--- src/rtl/drenador_salidas.sv ---
// drenador_salidas: consumer end of the VC datapath. Drains output FIFOs F4..F7 with a
// round-robin, burst-limited arbiter, forwards each word with its source index and keeps a
// word counter per destination that can be read back through the req/idx handshake.
// Build option: define COUNTER_SATURATE_EN to make the word counters stick at their maximum
// value instead of wrapping to zero.
module drenador_salidas #(
    parameter int unsigned TAMANO_DATOS = 12,
    parameter int unsigned CNT_W        = 5
) (
    input  logic                    clk,
    input  logic                    reset_L,
    input  logic                    init,
    input  logic [2:0]              burst_max,
    input  logic [3:0]              empty,
    input  logic [TAMANO_DATOS-1:0] data_out4,
    input  logic [TAMANO_DATOS-1:0] data_out5,
    input  logic [TAMANO_DATOS-1:0] data_out6,
    input  logic [TAMANO_DATOS-1:0] data_out7,
    output logic [3:0]              pop,
    output logic                    data_valid,
    output logic [TAMANO_DATOS-1:0] data_rx,
    output logic [1:0]              dest_rx,
    input  logic                    req,
    input  logic [2:0]              idx,
    output logic                    cnt_valid,
    output logic [CNT_W-1:0]        cnt_data,
    output logic                    idle
);

    typedef enum logic [1:0] {StReset, StInit, StIdle, StActive} state_e;

    localparam logic [CNT_W-1:0] CntOne = {{(CNT_W-1){1'b0}}, 1'b1};
    localparam logic [CNT_W-1:0] CntMax = {CNT_W{1'b1}};

    state_e                  state_q, state_d;
    logic [1:0]              ptr_q, ptr_d;
    logic [2:0]              bcnt_q, bcnt_d;
    logic [2:0]              bmax_q;
    logic [1:0]              grant;
    logic [1:0]              cand;
    logic                    found;
    logic                    s1_valid_q;
    logic [1:0]              s1_dest_q;
    logic [TAMANO_DATOS-1:0] data_sel;
    logic [CNT_W-1:0]        cnt_q [4];
    logic                    rd_ok;

    // Next state; init wins from any state
    always_comb begin
        state_d = state_q;
        if (init) begin
            state_d = StInit;
        end else begin
            case (state_q)
                StReset:  state_d = StInit;
                StInit:   state_d = StIdle;
                StIdle:   if (!(&empty)) state_d = StActive;
                StActive: if (&empty) state_d = StIdle;
                default:  state_d = StReset;
            endcase
        end
    end

    // Arbiter: keep the current FIFO until it empties or its burst is used up, then search
    // ptr+1, ptr+2, ptr+3 and finally ptr itself so a lone non-empty FIFO is still served
    always_comb begin
        pop    = 4'b0000;
        grant  = ptr_q;
        ptr_d  = ptr_q;
        bcnt_d = bcnt_q;
        cand   = ptr_q;
        found  = 1'b0;
        if (state_q == StActive) begin
            if (!empty[ptr_q] && (bcnt_q < bmax_q)) begin
                found  = 1'b1;
                bcnt_d = bcnt_q + 3'd1;
            end else begin
                for (int i = 1; i <= 4; i++) begin
                    cand = ptr_q + 2'(i);
                    if (!found && !empty[cand]) begin
                        found  = 1'b1;
                        grant  = cand;
                        ptr_d  = cand;
                        bcnt_d = 3'd1;
                    end
                end
            end
            if (found) pop[grant] = 1'b1;
        end
    end

    // Source select for the word the FIFOs present one cycle after the pop
    always_comb begin
        data_sel = data_out4;
        case (s1_dest_q)
            2'd0:    data_sel = data_out4;
            2'd1:    data_sel = data_out5;
            2'd2:    data_sel = data_out6;
            default: data_sel = data_out7;
        endcase
        idle  = (state_q == StIdle);
        rd_ok = req && ((state_q == StIdle) || (state_q == StActive));
    end

    // FSM, arbiter pointer, burst count and latched burst limit
    always_ff @(posedge clk or negedge reset_L) begin
        if (!reset_L) begin
            state_q <= StReset;
            ptr_q   <= 2'd0;
            bcnt_q  <= 3'd0;
            bmax_q  <= 3'd1;
        end else begin
            state_q <= state_d;
            ptr_q   <= ptr_d;
            bcnt_q  <= bcnt_d;
            if (state_q == StInit) bmax_q <= (burst_max == 3'd0) ? 3'd1 : burst_max;
        end
    end

    // Two-stage read pipe: pop -> FIFO data -> registered output word
    always_ff @(posedge clk or negedge reset_L) begin
        if (!reset_L) begin
            s1_valid_q <= 1'b0;
            s1_dest_q  <= 2'd0;
            data_valid <= 1'b0;
            data_rx    <= '0;
            dest_rx    <= 2'd0;
        end else begin
            s1_valid_q <= |pop;
            s1_dest_q  <= grant;
            data_valid <= s1_valid_q;
            if (s1_valid_q) begin
                data_rx <= data_sel;
                dest_rx <= s1_dest_q;
            end
        end
    end

    // Per-destination counters; a read in the same cycle sees the pre-increment value
    always_ff @(posedge clk or negedge reset_L) begin
        if (!reset_L) begin
            for (int k = 0; k < 4; k++) cnt_q[k] <= '0;
            cnt_valid <= 1'b0;
            cnt_data  <= '0;
        end else begin
            for (int k = 0; k < 4; k++) begin
                if (s1_valid_q && (s1_dest_q == 2'(k))) begin
`ifdef COUNTER_SATURATE_EN
                    if (cnt_q[k] != CntMax) cnt_q[k] <= cnt_q[k] + CntOne;
`else
                    cnt_q[k] <= cnt_q[k] + CntOne;
`endif
                end
            end
            cnt_valid <= rd_ok;
            cnt_data  <= (rd_ok && idx[2]) ? cnt_q[idx[1:0]] : '0;
        end
    end

endmodule

--- config.mk ---
export PLATFORM = sky130hd
export DESIGN_NAME = drenador_salidas
export DESIGN_NICKNAME = d
export VERILOG_FILES = /design/src/rtl/drenador_salidas.sv
export SDC_FILE = /design/constraint.sdc
export NUM_CORES = 1
export LEC_CHECK = 0
export CORE_MARGIN = 1.5
export CORE_UTILIZATION = 50
export DETAILED_ROUTE_END_ITERATION = 10
export MAX_ROUTING_LAYER = met4
export PLACE_DENSITY = 0.85
export SLEW_MARGIN = 20
export SYNTH_ARGS = -nofsm -noshare
export SYNTH_HDL_FRONTEND = slang
export SYNTH_SLANG_ARGS = --single-unit
--- constraint.sdc ---
create_clock -name clk -period 6.06 [get_ports clk]
set_clock_uncertainty 0.05 [all_clocks]
set_input_delay 1.212 -clock clk [delete_from_list [all_inputs] [get_ports clk]]
set_output_delay 1.212 -clock clk [all_outputs]
set_load 0.01 [all_outputs]
==> impl_metrics.toml <==
[route]
ant_nets = 0
wl_per_cell_um = 16.7
vias_per_cell = 5.55
drc = 0
drtPass1Iterations = 5
drtIter0Drc = 174
drt_wl_total_mm = 6.28
vias = 2081

[setup_path]
crit_arrival_ns = 3.69
crit-reg2reg-launch = "ptr_q[1]$_DFFE_PN0P_"
startpoint = "empty[3]"
reg2reg_slack_ns = 4.04
crit_required_ns = 4.80
crit_fanout = 10
crit_chain = "clkdlybuf4s50_1 > inv_1 > or4_4 > a31oi_4 > a2bb2oi_4 > nor3b_2 > clkdlybuf4s50_1"
critPathLaunchType = "primary input"
slowest_stage = "clkdlybuf4s50_1"
cp_common_cell = "clkdlybuf4s50_1"
slowest_delay_ns = 0.67
worst_setup_path_end_kind = "output port"
critical_path_class = "primary input to output port"

[synthesis]
syn_inst = 219
synth_commonest_cells = "dfrtp_1, mux2_2, mux4_2, nand2_1, xnor2_1"
yosys_register_bits = 54
seq_area_frac_synth = 0.473
synth-main-ff-cell = "dfrtp_1"
syn_area_sq_mm = 0.00286
postSynth.asyncResetShare = 1.00
synth_edf_count = 0
syn-num-nets = 288
synth_top_cell_area_share = 0.464
yosys_warnings = 0
synth_area_per_cell_sq_um = 13.0
yosysUniqueCellTypes = 43
ys_top_cells_by_area = "dfrtp_1, mux4_2, mux2_2"
yosysMostFrequentCell = "dfrtp_1"
yosysTopAreaCell = "dfrtp_1"

[power]
power_density_mw_per_mm2 = 398
power_leakage_nw = 1.59
ir_worst_vdd_uv = 252

[cts]
cts-htree-levels = 2
root_buffer = "clkbuf_8"
worst_skew_pair.late_latency_ns = 0.31
cts_tree = "built"
cts_setup_buffers = 0
cts_sinks = 54
cts-buffers-inserted = 5
post_cts_resized = 0
clockBufferDepth = 2
postCtsHoldBufs = 0
clk_pin_slew_worst_paths_ns = 0.09

[final_layout]
areaGrowthSynthToFinish_pct = 35.2
fin_area_sq_mm = 0.00386
final_net_count = 371
drive_gt1_frac = 0.201
diodes = 0
utilization = 0.702
fillers = 384

[grt]
grt_use_total = 0.226
grt-ovfl-total = 0
grt_pass1_wl_mm = 10.3
grt_max_degree = 55
grt_pass1_vias = 2136
antenna_found_initial = 0

[placement]
gp_congestion = 0.801
dp_hpwl_mm = 4.74
post_dp_cell_area_sq_mm = 0.00375
io_buffers = 87

[timing]
slew_violations = 0
hold_viol = 0
period_minus_slack_ns = 4.95
slew_headroom = 0.390
setup_viol = 0
worst_pin_slew_ns = 0.915
rsz0062_at_grt = "false"
holdWs_ns = 0.429
period_share = 0.817
max_freq_mhz = 202
setup-tns-final_ns = 0

[die]
die_w_um = 78.6
core_area_sq_mm = 0.00551
die_area_sq_mm = 0.00618
die_h_um = 78.6
start_util = 0.519
num_rows = 27
ios = 88

[min_path]
min_from = "cnt_q[4]$_DFFE_PN0P_"
hold_path_class = "flop to flop"

[job]
drv_cap = 0

[outcome]
outcome = "completed"
-- registers in the layout, indices dropped and copies added (netlist names), 2 cells and up --
signal,count
state_q,2
bmax_q,3
s1_dest_q,2
data_rx,12
cnt_data,5
bcnt_q,3
ptr_q,2
dest_rx,2
cnt_q,20
-- cell type report --
class                   count  area (sq um)  area share
clock buffers               5          68.8      0.0178
clock inverters             3          45.0      0.0117
inverters                   8          30.0     0.00777
multi-input cells         145          1410       0.364
flip-flops and latches     54          1350       0.350
well taps                  72          90.1      0.0233
repair buffers             88           873       0.226
-- worst max-delay path: cells and delay by family --
family / cells / cell delay, ns
and+or+nand+nor: 2 / 0.68
buffers and inverters: 3 / 1.35
AOI/OAI and AO/OA: 2 / 0.45
-- layout by cell type (no fill, tap or decap), types with 2 or more instances in the layout --
cell             count
nand2_1             16
o21ai_0             10
nand2b_1             2
xor2_1               4
ha_1                 7
xnor2_1             12
nand3_1              2
nor3b_1              2
clkbuf_8             5
mux2_2              19
o31ai_1              3
and3_1               7
nor3_1               2
clkinvlp_4           2
nor2b_1              4
a21oi_1              3
a2bb2oi_2            2
nor2_1               6
mux4_2              18
clkdlybuf4s50_1     86
dfrtp_1             53
inv_1                7
nand4_1              9
-- metal layers --
metal	up-vias	wire length, um	global-route usage
li1	974	-	-
met1	1020	2640	0.273
met2	78	3100	0.378
met3	9	433	0.0430
met4	0	110	0.0857
met5	-	0	-
-- cells by family (layout without fill, tap and decap cells) --
kind of cell / Yosys count / in the layout / share of synthesized area
multiplexers: 38 / 38 / 0.220
AO/OA/AOI/OAI: 26 / 26 / 0.0766
adder cells (fa/ha/maj): 7 / 7 / 0.0306
buffers and inverters: 20 / 104 / 0.0350
XOR/XNOR: 16 / 16 / 0.0490
AND/OR/NAND/NOR: 58 / 58 / 0.115
flip-flops: 54 / 54 / 0.473
-- where the power goes --
part	internal (W)	switching (W)
combinational	0.000403	0.000235
clock	0.000123	0.000117
sequential	0.000486	0.000175
-- per-stage QoR --
stage	worst slack [ns]	power [W]	cells
global route	0.991	0.00164	375
global placement	1.19	0.00127	367
floorplan	2.22	0.00105	219
finish	1.11	0.00154	375
detailed placement	1.13	0.00131	367
CTS	1.12	0.00155	375
-- final timing paths --
path                                          end  cells after the start
max                                        pop[2]                      7
max reg2reg                 bcnt_q[0]$_DFFE_PN0P_                      4
min in group asynchronous   cnt_q[14]$_DFFE_PN0P_                      2
max in group asynchronous  data_rx[5]$_DFFE_PN0P_                      2
min                          cnt_q[4]$_DFFE_PN0P_                      1
min reg2reg                  cnt_q[4]$_DFFE_PN0P_                      1
(Power assumes the default switching activity.)
